`src/rtl/pc_seq.sv`:
```
// pc_seq: opcode sequencer driving PC increment/branch, register write and button-step handshake; PCSEQ_DEBOUNCE_EN adds a btn debouncer
module pc_seq #(
   parameter int Psize     = 6,
   parameter int DB_CYCLES = 4
) (
   input  logic             clk,
   input  logic             reset,
   input  logic [3:0]       opcode,
   input  logic [Psize-1:0] target,
   input  logic [Psize-1:0] pc_cur,
   input  logic             zero,
   input  logic             btn,
   output logic             PCincr,
   output logic [Psize-1:0] Branchaddr,
   output logic             w,
   output logic             sample_en,
   output logic             waiting,
   output logic             halted
);
   typedef enum logic [1:0] {RUN, WAIT_PRESS, WAIT_RELEASE, HALT} state_t;
   state_t state, state_nxt;
   logic [1:0] sync;
   logic btn_s;
   if (DB_CYCLES < 1) begin : g_db_check
      $error("DB_CYCLES must be >= 1");
   end
   always_ff @(posedge clk or negedge reset)
      if (!reset) sync <= '0;
      else sync <= {sync[0], btn};
`ifdef PCSEQ_DEBOUNCE_EN
   localparam int CW = $clog2(DB_CYCLES + 1);
   logic [CW-1:0] cnt;
   logic btn_db;
   always_ff @(posedge clk or negedge reset)
      if (!reset) begin
         cnt <= '0;
         btn_db <= 1'b0;
      end else if (sync[1] == btn_db) cnt <= '0;
      else if (cnt == CW'(DB_CYCLES - 1)) begin
         cnt <= '0;
         btn_db <= sync[1];
      end else cnt <= cnt + 1'b1;
   assign btn_s = btn_db;
`else
   assign btn_s = sync[1];
`endif
   always_ff @(posedge clk or negedge reset)
      if (!reset) state <= RUN;
      else state <= state_nxt;
   always_comb begin
      state_nxt = state;
      PCincr = 1'b0;
      Branchaddr = pc_cur;
      w = 1'b0;
      sample_en = 1'b0;
      case (state)
         RUN:
            case (opcode)
               4'd5: begin
                  PCincr = !zero;
                  Branchaddr = target;
               end
               4'd6: Branchaddr = target;
               4'd7: state_nxt = WAIT_PRESS;
               4'd8: state_nxt = HALT;
               default: begin
                  PCincr = 1'b1;
                  Branchaddr = target;
                  w = opcode inside {[4'd1:4'd4]};
               end
            endcase
         WAIT_PRESS:
            if (btn_s) begin
               sample_en = 1'b1;
               state_nxt = WAIT_RELEASE;
            end
         WAIT_RELEASE:
            if (!btn_s) begin
               PCincr = 1'b1;
               state_nxt = RUN;
            end
         default: ;
      endcase
   end
   assign waiting = (state == WAIT_PRESS) || (state == WAIT_RELEASE);
   assign halted  = (state == HALT);
endmodule

```
`config.mk`:
```
export PLATFORM = sky130hd
export DESIGN_NAME = pc_seq
export DESIGN_NICKNAME = d
export VERILOG_FILES = /design/src/rtl/pc_seq.sv
export SDC_FILE = /design/constraint.sdc
export NUM_CORES = 1
export LEC_CHECK = 0
export CAP_MARGIN = 25
export CELL_PAD_IN_SITES_DETAIL_PLACEMENT = 0
export CELL_PAD_IN_SITES_GLOBAL_PLACEMENT = 1
export CORE_AREA = 2 2 46 48
export CTS_CLUSTER_DIAMETER = 150
export DETAILED_ROUTE_END_ITERATION = 12
export DIE_AREA = 0 0 48 50
export PLACE_DENSITY = 0.71
export SLEW_MARGIN = 0
export SYNTH_ARGS = -nofsm -noshare
export SYNTH_HDL_FRONTEND = slang
export SYNTH_SLANG_ARGS = --single-unit
```
`constraint.sdc`:
```
create_clock -name clk -period 2 [get_ports clk]
set_input_delay 0.4 -clock clk [delete_from_list [all_inputs] [get_ports clk]]
set_output_delay 0.4 -clock clk [all_outputs]
set_load 0.01 [all_outputs]
```
==> reports/qor.csv <==
stage;metric;value;unit
worst_setup_path;crit_type;in2out;
worst_setup_path;cpPeakStageDelay;550;ps
timing;period_needed;2040;ps
job;max_cap_viol_count;0;
die;die_y;50;microns
timing;slew_viol_final;0;
power;ir_worst_vdd;0.281;mV
worst_setup_path;slowest_stage;or4b_4;
power;p_clk_share;36.2;%
routing;wirelength;1.13;mm
cts;cts_tree;done;
status;failed_checks;setup timing;
timing;max-slew-margin-rel;82.2;%
logic_synthesis;synth_sequential_area_ratio;25.5;%
power;power_switching;55.6;uW
die;die_x;48;microns
worst_hold_path;hp-start;sync[0];
timing;setup_viol;6;
routing;dr_total_vias;460;
worst_setup_path;crit_chain;buf_6 > or4b_4 > nand3_4 > mux2_4 > buf_6;
global_routing;grt_pass1_wl;1.93;mm
layout;area_growth;125;%
logic_synthesis;netlist_area;393;sq um
timing;tns;-181;ps
logic_synthesis;ys_warn_count;0;
timing;whs;345;ps
power;p_seq_share;31.7;%
die;dieArea;2400;sq um
global_routing;overflow;0;
logic_synthesis;synth_largest_area_cell;dfrtp_1;
cts;cts.sinks;4;
status;status;complete, but fails checks;
timing;clock.fmax;491;MHz
timing;fin_skew;4.38;ps
power;p_leak;0.000432;uW
logic_synthesis;synthTopCellsByArea;dfrtp_1, mux2_2, ha_1;
timing;worst_pin_slew;266;ps
logic_synthesis;syn-num-nets;61;
worst_setup_path;reg2reg_to;state[1];
logic_synthesis;synth_compound_area_share;10.2;%
logic_synthesis;syn_inst;37;
die;core-area;1900;sq um
power;p_per_area;301;nW/um^2
place;gp_congestion;0.679;
worst_setup_path;cp-end-kind;primary output;
cts;cts_max_level;1;
global_routing;antenna_found_initial;0;
logic_synthesis;yosys_most_used_dff;dfrtp_1;
cts;root_buffer;clkbuf_4;
worst_setup_path;rrSetupSlack;280;ps
timing;rsz0062_at_grt;yes;
power;p_comb_share;32.0;%
logic_synthesis;synth_mux_area_share;26.4;%
cts;clk_path_buf_depth;2;
global_routing;grt_max_degree;7;
logic_synthesis;synth_xor_area_share;2.23;%
power;switching_share;20.9;%
worst_hold_path;hold_depth;0;
logic_synthesis;yosys-top-cells-count;mux2_2, dfrtp_1, ha_1, inv_1, nor2_1;
layout;nNetsFinal;109;
logic_synthesis;synth_edf_count;0;
routing;drt-vias-per-instance;4.18;
timing;fin_ws;-35.0;ps
cts;clkTransAtPathRegs;40;ps
logic_synthesis;yosysMostFrequentCell;mux2_2;
worst_hold_path;hp-class;reg2reg;
cts;cts_made_buffers;3;
die;io_pins;31;
worst_setup_path;rr_startpoint;state[0];
die;rows;16;
worst_setup_path;worst_setup_path_start_kind;input port;
routing;ant_nets;0;
routing;first_iter_violations;6;
layout;drive_gt1_share;48.2;%
routing;first_pass_iters;3;
place;port_buffers;30;
worst_hold_path;worstHoldEndpoint;sync[1];
worst_setup_path;crit_fanout;6;
logic_synthesis;synth_adder_area_share;12.7;%
layout;antenna_cells;0;
global_routing;grt_pass1_vias;521;
worst_setup_path;path_common_cell;buf_6;
logic_synthesis;synthDistinctLibCells;19;
worst_setup_path;cp_data_arrival_time;1640;ps
logic_synthesis;async_flop_share;100;%
worst_setup_path;crit_required;1600;ps
place;dp_hpwl;893;microns
routing;post_drt_wl_per_cell;10.2;microns
cts;clkLatencyLatePin;230;ps
logic_synthesis;synth-simple-area-share;20.1;%
routing;drc;0;
worst_setup_path;reg2regPathDepth;6;
global_routing;grt_use_total;10.8;%
power;p_int;211;uW
logic_synthesis;yosys.area.top_type_share;25.5;%
timing;finalCritPeriodShare;102;%
logic_synthesis;synth_top_family_by_area;multiplexers;
logic_synthesis;ys_ff_latch;4;
timing;hold_viol;0;
logic_synthesis;syn_area_per_cell;10.6;sq um
die;initial_core_util;20.7;%
worst max path at each step:
| stage | end | start | slack [ps] | depth (start not counted) |
|---|---|---|---|---|
| 2_1_floorplan | Branchaddr[0] | opcode[1] | 30 | 3 |
| 3_3_place_gp | Branchaddr[0] | opcode[1] | -910 | 5 |
| 3_5_place_dp | Branchaddr[2] | opcode[1] | -930 | 5 |
| 4_1_cts | Branchaddr[3] | opcode[2] | -30 | 5 |
| 5_1_grt | Branchaddr[4] | opcode[0] | -60 | 5 |
| 6_report | Branchaddr[4] | opcode[0] | -40 | 5 |
cell families (layout without fill, tap and decap cells):
group,after synthesis,count (layout)
muxes,9,9
AOI/OAI and AO/OA,3,3
adders and majority gates,4,4
DFF,4,4
buffers and inverters,3,49
and+or+nand+nor,13,13
xor gates and xnor gates,1,1
metal layers:
metal	GRT usage [%]	routed length (microns)	vias to the layer above	share of wire [%]
met4	2.70	0	0	0
met2	19.8	640	23	57
li1	-	-	227	-
met3	2.93	100	0	8.9
met1	11.3	385	210	34
met5	0	0	-	0
cells in the final DEF (no fill, tap or decap), drive strengths merged:
cell type      instances
dlygate4sd2            1
dlymetal6s2s           1
dfrtp                  4
o221ai                 1
mux2i                  1
nor2b                  2
clkdlybuf4s50         16
xor2                   1
nand3                  1
or4b                   1
nand4                  1
mux2                   8
o21ai                  1
nor2                   3
nand4b                 1
clkbuf                 3
nor3b                  1
clkdlybuf4s15          1
a311oi                 1
buf                   24
inv                    3
ha                     4
nand2                  2
and2                   1
worst max-delay path: cells and delay by family:
| family | cells | cell delay [ps] |
|---|---|---|
| simple gates | 2 | 690 |
| mux | 1 | 330 |
| buf+inv | 2 | 210 |
final cells by class:
type	count	area, sq um
sequential	4	100
clock buffer	3	22.5
fill	174	1020
tap	27	33.8
inverter	3	11.3
timing repair buffer	43	394
multi-input combinational	30	324
flip-flops by register name (all words and copies together) (netlist names):
name / cells
sync: 2
state: 2
power groups by stage:
stage          clock, uW  combinational (uW)  sequential (uW)
3_3_place_gp           0                76.4             85.6
6_report            96.6                85.4             84.6
3_5_place_dp           0                76.9             85.7
2_1_floorplan          0                16.8             85.2
4_1_cts             98.8                83.8             84.7
5_1_grt              106                91.3             84.7
through the flow:
stage               power [uW]  utilization [%]  setup slack (ps)  cell area [sq um]  std cells
detailed placement         163             42.2              -925                802        104
finish                     267             46.6             -35.0                886        110
floorplan                  102                -              33.1                393         37
CTS                        267             45.7             -28.0                868        110
global route               282             46.6             -55.5                886        110
global placement           162             42.2              -915                802        104
what timing repair did:
| action | 4_1_cts | 5_1_grt |
|---|---|---|
| setup buffers | 3 | 0 |
| pin swaps | 2 | 1 |
| setup endpoints to repair | 9 | 8 |
| resized for setup | 61 | 5 |
| hold buffers | 0 | 0 |
Note: power is estimated with default switching activity, not from simulation.
==> patch 1: new RTL, same settings <==
Add a define of `PCSEQ_DEBOUNCE_EN`.
--- a/src/rtl/pc_seq.sv
+++ b/src/rtl/pc_seq.sv
@@ -1,4 +1,6 @@
 // pc_seq: opcode sequencer driving PC increment/branch, register write and button-step handshake; PCSEQ_DEBOUNCE_EN adds a btn debouncer
+`define PCSEQ_DEBOUNCE_EN
+
 module pc_seq #(
    parameter int Psize     = 6,
    parameter int DB_CYCLES = 4
Function: changed (a bounded check fails within 4 cycles, from zero or initial values and one cycle with reset low).
==> patch 1 against the original RTL <==
The run still ends with negative setup slack left; synthesized area rose by 33%; cell area rose by 13%; global-route usage rose by 3.4 points; total power rose by 78%; via count rose by 15%; sequential cell count rose by 4; wire length rose by 22%; critical path depth did not move; worst setup slack improved by 0.014 ns.
==> patch 1: results (changes against the original RTL) <==
| Metric | Value |
|---|---|
| Drt wl/cell | 11.8 um (+15%) |
| Largest registers ranked by flip-flop count | cnt x3, state x2, sync x2 |
| Count of synthesis-stage warnings from yosys | 0 (unchanged) |
| Post-CTS repair timing setup buffer count | 0 (-3) |
| Final worst slack | -0.0215 ns (+0.0136 ns) |
| Number of placed instances with taps included | 114 (+9.6%) |
| Largest fanout of any net on the critical path | 6 (unchanged) |
| Violated checks | negative setup slack |
| Number of search-and-repair iterations in the first detailed-routing pass | 3 (unchanged) |
| Overflow left after global routing | 0 (unchanged) |
| Reg2reg path depth | 6 (unchanged) |
| Post-synth top cells | sky130_fd_sc_hd__dfrtp_1 (8), sky130_fd_sc_hd__mux2_2 (8), sky130_fd_sc_hd__ha_1 (5), sky130_fd_sc_hd__inv_1 (4), sky130_fd_sc_hd__o21ai_0 (3) |
| Largest net degree at the start of global routing | 9 (+2) |
| CTS root buf | sky130_fd_sc_hd__clkbuf_4 |
| Crit path DAT | 1.62 ns (-0.02 ns) |
| Relative slew slack | 76.0% (-6.3 points) |
| 1st-iter DRT viols | 2 (-4) |
| Most area-consuming cells after synthesis | sky130_fd_sc_hd__dfrtp_1 (38%), sky130_fd_sc_hd__mux2_2 (17%), sky130_fd_sc_hd__ha_1 (12%) |
| Final hold vios | 0 (unchanged) |
| Number of antenna violations at the first check in global routing | 0 (unchanged) |
| Global-route wire length before repair | 2370 um (+23%) |
| Mapped Nets | 71 (+16%) |
| Worst vdd rail ir drop | 0.328 mV (+17%) |
| CP max-delay cell | sky130_fd_sc_hd__or4b_4 |
| Final-layout fill cell count | 192 (+10%) |
| Delay-heaviest family, CP | simple AND/OR/NAND/NOR gates |
| Ant diodes | 0 (unchanged) |
| Final Instance Count excl. Fillers | 117 (+6.4%) |
| Switching power total | 0.000120 W (+120%) |
| Clock latency on the worst-skew pair | 0.24 ns |
| Buffers from clock root to sink, at most | 2 (unchanged) |
| Max H-tree Level | 1 (unchanged) |
| DPL Wire Length | 1120 um (+26%) |
| Outcome | complete, but fails checks |
| Distinct cells, synth | 21 (+2) |
| Clock slew at reported path FFs | 0.05 ns |
| GP Congestion | 0.693 (+2.0%) |
| Largest stage delay on the critical path | 0.55 ns (about the same) |
| Fraction of the yosys area taken by sequential cells | 38.2% (+13 points) |
| Summed negative setup slack over all endpoints | -0.117 ns (+0.0646 ns) |
| Post-synthesis cell count | 46 (+24%) |
| Share of layout cells above drive strength 1 | 43.3% (-4.9 points) |
| Worst setup skew after layout | 0.00135 ns (-0.00303 ns) |
| Class of the tightest hold or removal check | reg -> reg |
| Buffers added on ports | 30 (unchanged) |
| Final setup viols | 6 (unchanged) |
| Vias in the first global route | 574 (+10%) |
| Static leakage | 0.486 nW (+12%) |
| Vias | 529 (+15%) |
| Total clock buffers created by CTS | 3 (unchanged) |
| Total global routing track utilization | 14.2% (+3.4 points) |
| Number of cells on the worst hold path | 0 (unchanged) |
| Fraction of registers with async set or reset after synthesis | 100% (unchanged) |
[patch 1: cell count changes after synthesis, sizes merged, moves of 2 or more]
cell | before | now
nor2 | 3 | 1
nor3 | 0 | 2
dfrtp | 4 | 8
o21ai | 1 | 3
[patch 1: layout make-up]
cell class / instances / area [um2] / share of cell area (%)
multi-input combinational: 34 / 353 / 35.3
inverter: 4 / 15.0 / 1.50
timing repair buffer: 41 / 374 / 37.5
sequential: 8 / 200 / 20.1
tap: 27 / 33.8 / 3.38
clock buffer: 3 / 22.5 / 2.26
[patch 1: worst paths after layout]
check,start,end,slack [ns]
worst min-delay path,sync[0]$_DFF_PN0_,sync[1]$_DFF_PN0_,0.36
min in group asynchronous,reset,state[0]$_DFFE_PN0P_,0.43
worst max-delay path,opcode[0],Branchaddr[1],-0.02
max in group asynchronous,reset,sync[1]$_DFF_PN0_,1.31
worst max register to register,state[1]$_DFFE_PN0P_,state[1]$_DFFE_PN0P_,0.28
worst min register to register,sync[0]$_DFF_PN0_,sync[1]$_DFF_PN0_,0.36
[patch 1: metal layers]
layer	track usage [%]	part of all wire, %	up-vias
met2	21.8	51	26
li1	-	-	257
met4	8.11	2.0	0
met5	0	0	-
met3	4.76	7.5	2
met1	16.3	39	244
[patch 1: power groups by stage]
stage,logic (W),clock network (W),registers (W)
floorplan,0.0000671,0,0.000210
global placement,0.000135,0,0.000216
detailed placement,0.000138,0,0.000218
CTS,0.000142,0.000122,0.000216
global route,0.000155,0.000137,0.000221
finish,0.000142,0.000116,0.000216
[patch 1: through the flow]
step | setup WS (ns) | util, % | area [um2]
4_1_cts | -0.0296 | 51.8 | 985
6_report | -0.0215 | 52.5 | 998
5_1_grt | -0.0475 | 52.5 | 998
2_1_floorplan | 0.0538 | - | 524
3_3_place_gp | -0.883 | 49.5 | 941
3_5_place_dp | -0.910 | 49.5 | 941
[patch 1: kinds of logic after synthesis]
family	share of synthesized area (%)
XOR/XNOR	1.67
buffers and inverters	2.86
AO/OA/AOI/OAI	8.35
AND/OR/NAND/NOR	15.8
adder cells (fa/ha/maj)	11.9
flip-flops	38.2
multiplexers	21.2
[patch 1: worst reg2reg max path, delay by kind of cell (launching register included)]
kind / cells / cell delay, ns
mux: 2 / 0.62
flops: 1 / 0.35
compound gates: 1 / 0.24
buf+inv: 2 / 0.20
fa+ha+maj: 1 / 0.19
[patch 1: repair_timing]
action                     in CTS  in global routing
resized for setup              62                  6
setup endpoints to repair      10                  9
pin swaps                       2                  1
==> patch 2: new RTL, config.mk and constraints unchanged <==
Without the edit above. The 4 states of `state_t` get a one-hot encoding in 4 bits.
--- a/src/rtl/pc_seq.sv
+++ b/src/rtl/pc_seq.sv
@@ -17,7 +17,7 @@
    output logic             waiting,
    output logic             halted
 );
-   typedef enum logic [1:0] {RUN, WAIT_PRESS, WAIT_RELEASE, HALT} state_t;
+   typedef enum logic [3:0] {RUN = 4'b0001, WAIT_PRESS = 4'b0010, WAIT_RELEASE = 4'b0100, HALT = 4'b1000} state_t;
    state_t state, state_nxt;
    logic [1:0] sync;
    logic btn_s;
Function: same outputs for any inputs over 10 cycles, from zero or initial values and one cycle with reset low; not proved beyond that.
==> patch 2 against the original RTL <==
The flow still finishes with violations (negative setup slack); wire length increased by 29%; critical path depth fell by 1; synthesized area grew 25%; sequential cell count rose by 2; cell area up 9.5%; worst setup slack worse by 0.058 ns; global-route usage is 2.6 points higher; highest routed layer unchanged.
Power is not compared: it rests on default switching activity, and its combinational part moved more than twofold at a synthesized area within 25%.
==> patch 2: results (changes against the original RTL) <==
| Metric | Value |
|---|---|
| Post-Synth Adder-Cell Area | 0% (-13 points) |
| Buffers added on ports | 30 (unchanged) |
| Routed vias/inst | 4.34 (+3.8%) |
| Pre-CTS setup slack | -0.777 ns (+0.148 ns) |
| DPL Wire Length | 1140 um (+27%) |
| Compound-cell area share of the yosys netlist | 13.8% (+3.6 points) |
| Placement Cell Area | 881 um2 (+9.8%) |
| Average size of a mapped cell | 9.98 um2 (-6.0%) |
| Fraction of the yosys area taken by sequential cells | 30.9% (+5.5 points) |
| Distinct cells, synth | 27 (+8) |
| Worst setup skew after layout | 0.00199 ns (-0.00238 ns) |
| Largest net degree at the start of global routing | 10 (+3) |
| Number of search-and-repair iterations in the first detailed-routing pass | 4 (+1) |
| FF-to-FF setup slack | 0.64 ns (+0.36 ns) |
| Violated checks | negative setup slack |
| Total routed wirelength | 1450 um (+29%) |
| Post-synth top cells | sky130_fd_sc_hd__mux2_2 (6), sky130_fd_sc_hd__dfrtp_1 (5), sky130_fd_sc_hd__nor2_1 (4), sky130_fd_sc_hd__a21oi_1 (3), sky130_fd_sc_hd__inv_1 (3) |
| Mapped Nets | 69 (+13%) |
| Xor and xnor area share after synthesis | 3.58% (+1.4 points) |
| Relative slew slack | 79.5% (-2.8 points) |
| Most area-consuming cells after synthesis | sky130_fd_sc_hd__dfrtp_1 (26%), sky130_fd_sc_hd__mux2_2 (14%), sky130_fd_sc_hd__dfstp_2 (5.4%) |
| Share of layout cells above drive strength 1 | 46.8% (-1.4 points) |
| 1st-iter DRT viols | 9 (+3) |
| Final setup viols | 6 (unchanged) |
| Final Hold Slack | 0.345 ns (-0.000404 ns) |
| Outcome | complete, but fails checks |
| Total power density per cell area | 837 mW/mm2 |
| Clock latency on the worst-skew pair | 0.24 ns |
| Final worst slack | -0.0927 ns (-0.0576 ns) |
| Dominant combinational cell family by area after synthesis | simple AND/OR/NAND/NOR gates |
| Global-route wire length before repair | 2280 um (+18%) |
| Number of placed instances with taps included | 114 (+9.6%) |
| Crit path DAT | 1.69 ns (+0.05 ns) |
| Summed negative setup slack over all endpoints | -0.494 ns (-0.312 ns) |
| Final Instance Count excl. Fillers | 121 (+10%) |
| Largest registers ranked by flip-flop count | state x4, sync x2 |
| Ant diodes | 0 (unchanged) |
| Vias in the first global route | 505 (-3.1%) |
| GP Congestion | 0.720 (+6.0%) |
-- patch 2: per-layer routing --
layer	wire, um	vias up	global-route usage (%)
met3	21	0	3.30
met2	771	9	20.2
met4	0	0	4.05
li1	-	274	-
met1	657	242	18.3
met5	0	-	0
-- patch 2: cells by family after synthesis --
| group | count (synthesis) |
|---|---|
| flops | 6 |
| simple gates | 18 |
| mux | 6 |
| compound gates | 10 |
| xor+xnor | 2 |
| buf+inv | 7 |
-- patch 2: repair_timing --
action,4_1_cts,5_1_grt
resized for setup,64,8
pin swaps,2,3
setup buffers,1,3
setup endpoints to repair,11,9
-- patch 2: worst paths after layout --
path,from,to,depth (start not counted)
worst min-delay path,sync[0]$_DFF_PN0_,sync[1]$_DFF_PN0_,0
min in group asynchronous,reset,sync[0]$_DFF_PN0_,1
worst min register to register,sync[0]$_DFF_PN0_,sync[1]$_DFF_PN0_,0
worst max-delay path,state[0]$_DFFE_PN1P_,Branchaddr[1],4
worst max register to register,state[0]$_DFFE_PN1P_,state[1]$_DFFE_PN0P_,5
max in group asynchronous,reset,state[0]$_DFFE_PN1P_,1
-- patch 2: layout make-up --
cell class / count / area, um2
Clock buffer: 4 / 26.3
Fill cell: 174 / 932
Inverter: 3 / 11.3
Multi-Input combinational cell: 36 / 352
Sequential cell: 6 / 151
Tap cell: 27 / 33.8
Timing Repair Buffer: 45 / 395
-- patch 2: critical path, stage by stage (launching register included) --
cell                      delay, ns
sky130_fd_sc_hd__dfstp_2       0.53
sky130_fd_sc_hd__nor4b_4       0.28
sky130_fd_sc_hd__nand3_4       0.18
sky130_fd_sc_hd__mux2_4        0.34
sky130_fd_sc_hd__buf_6         0.13
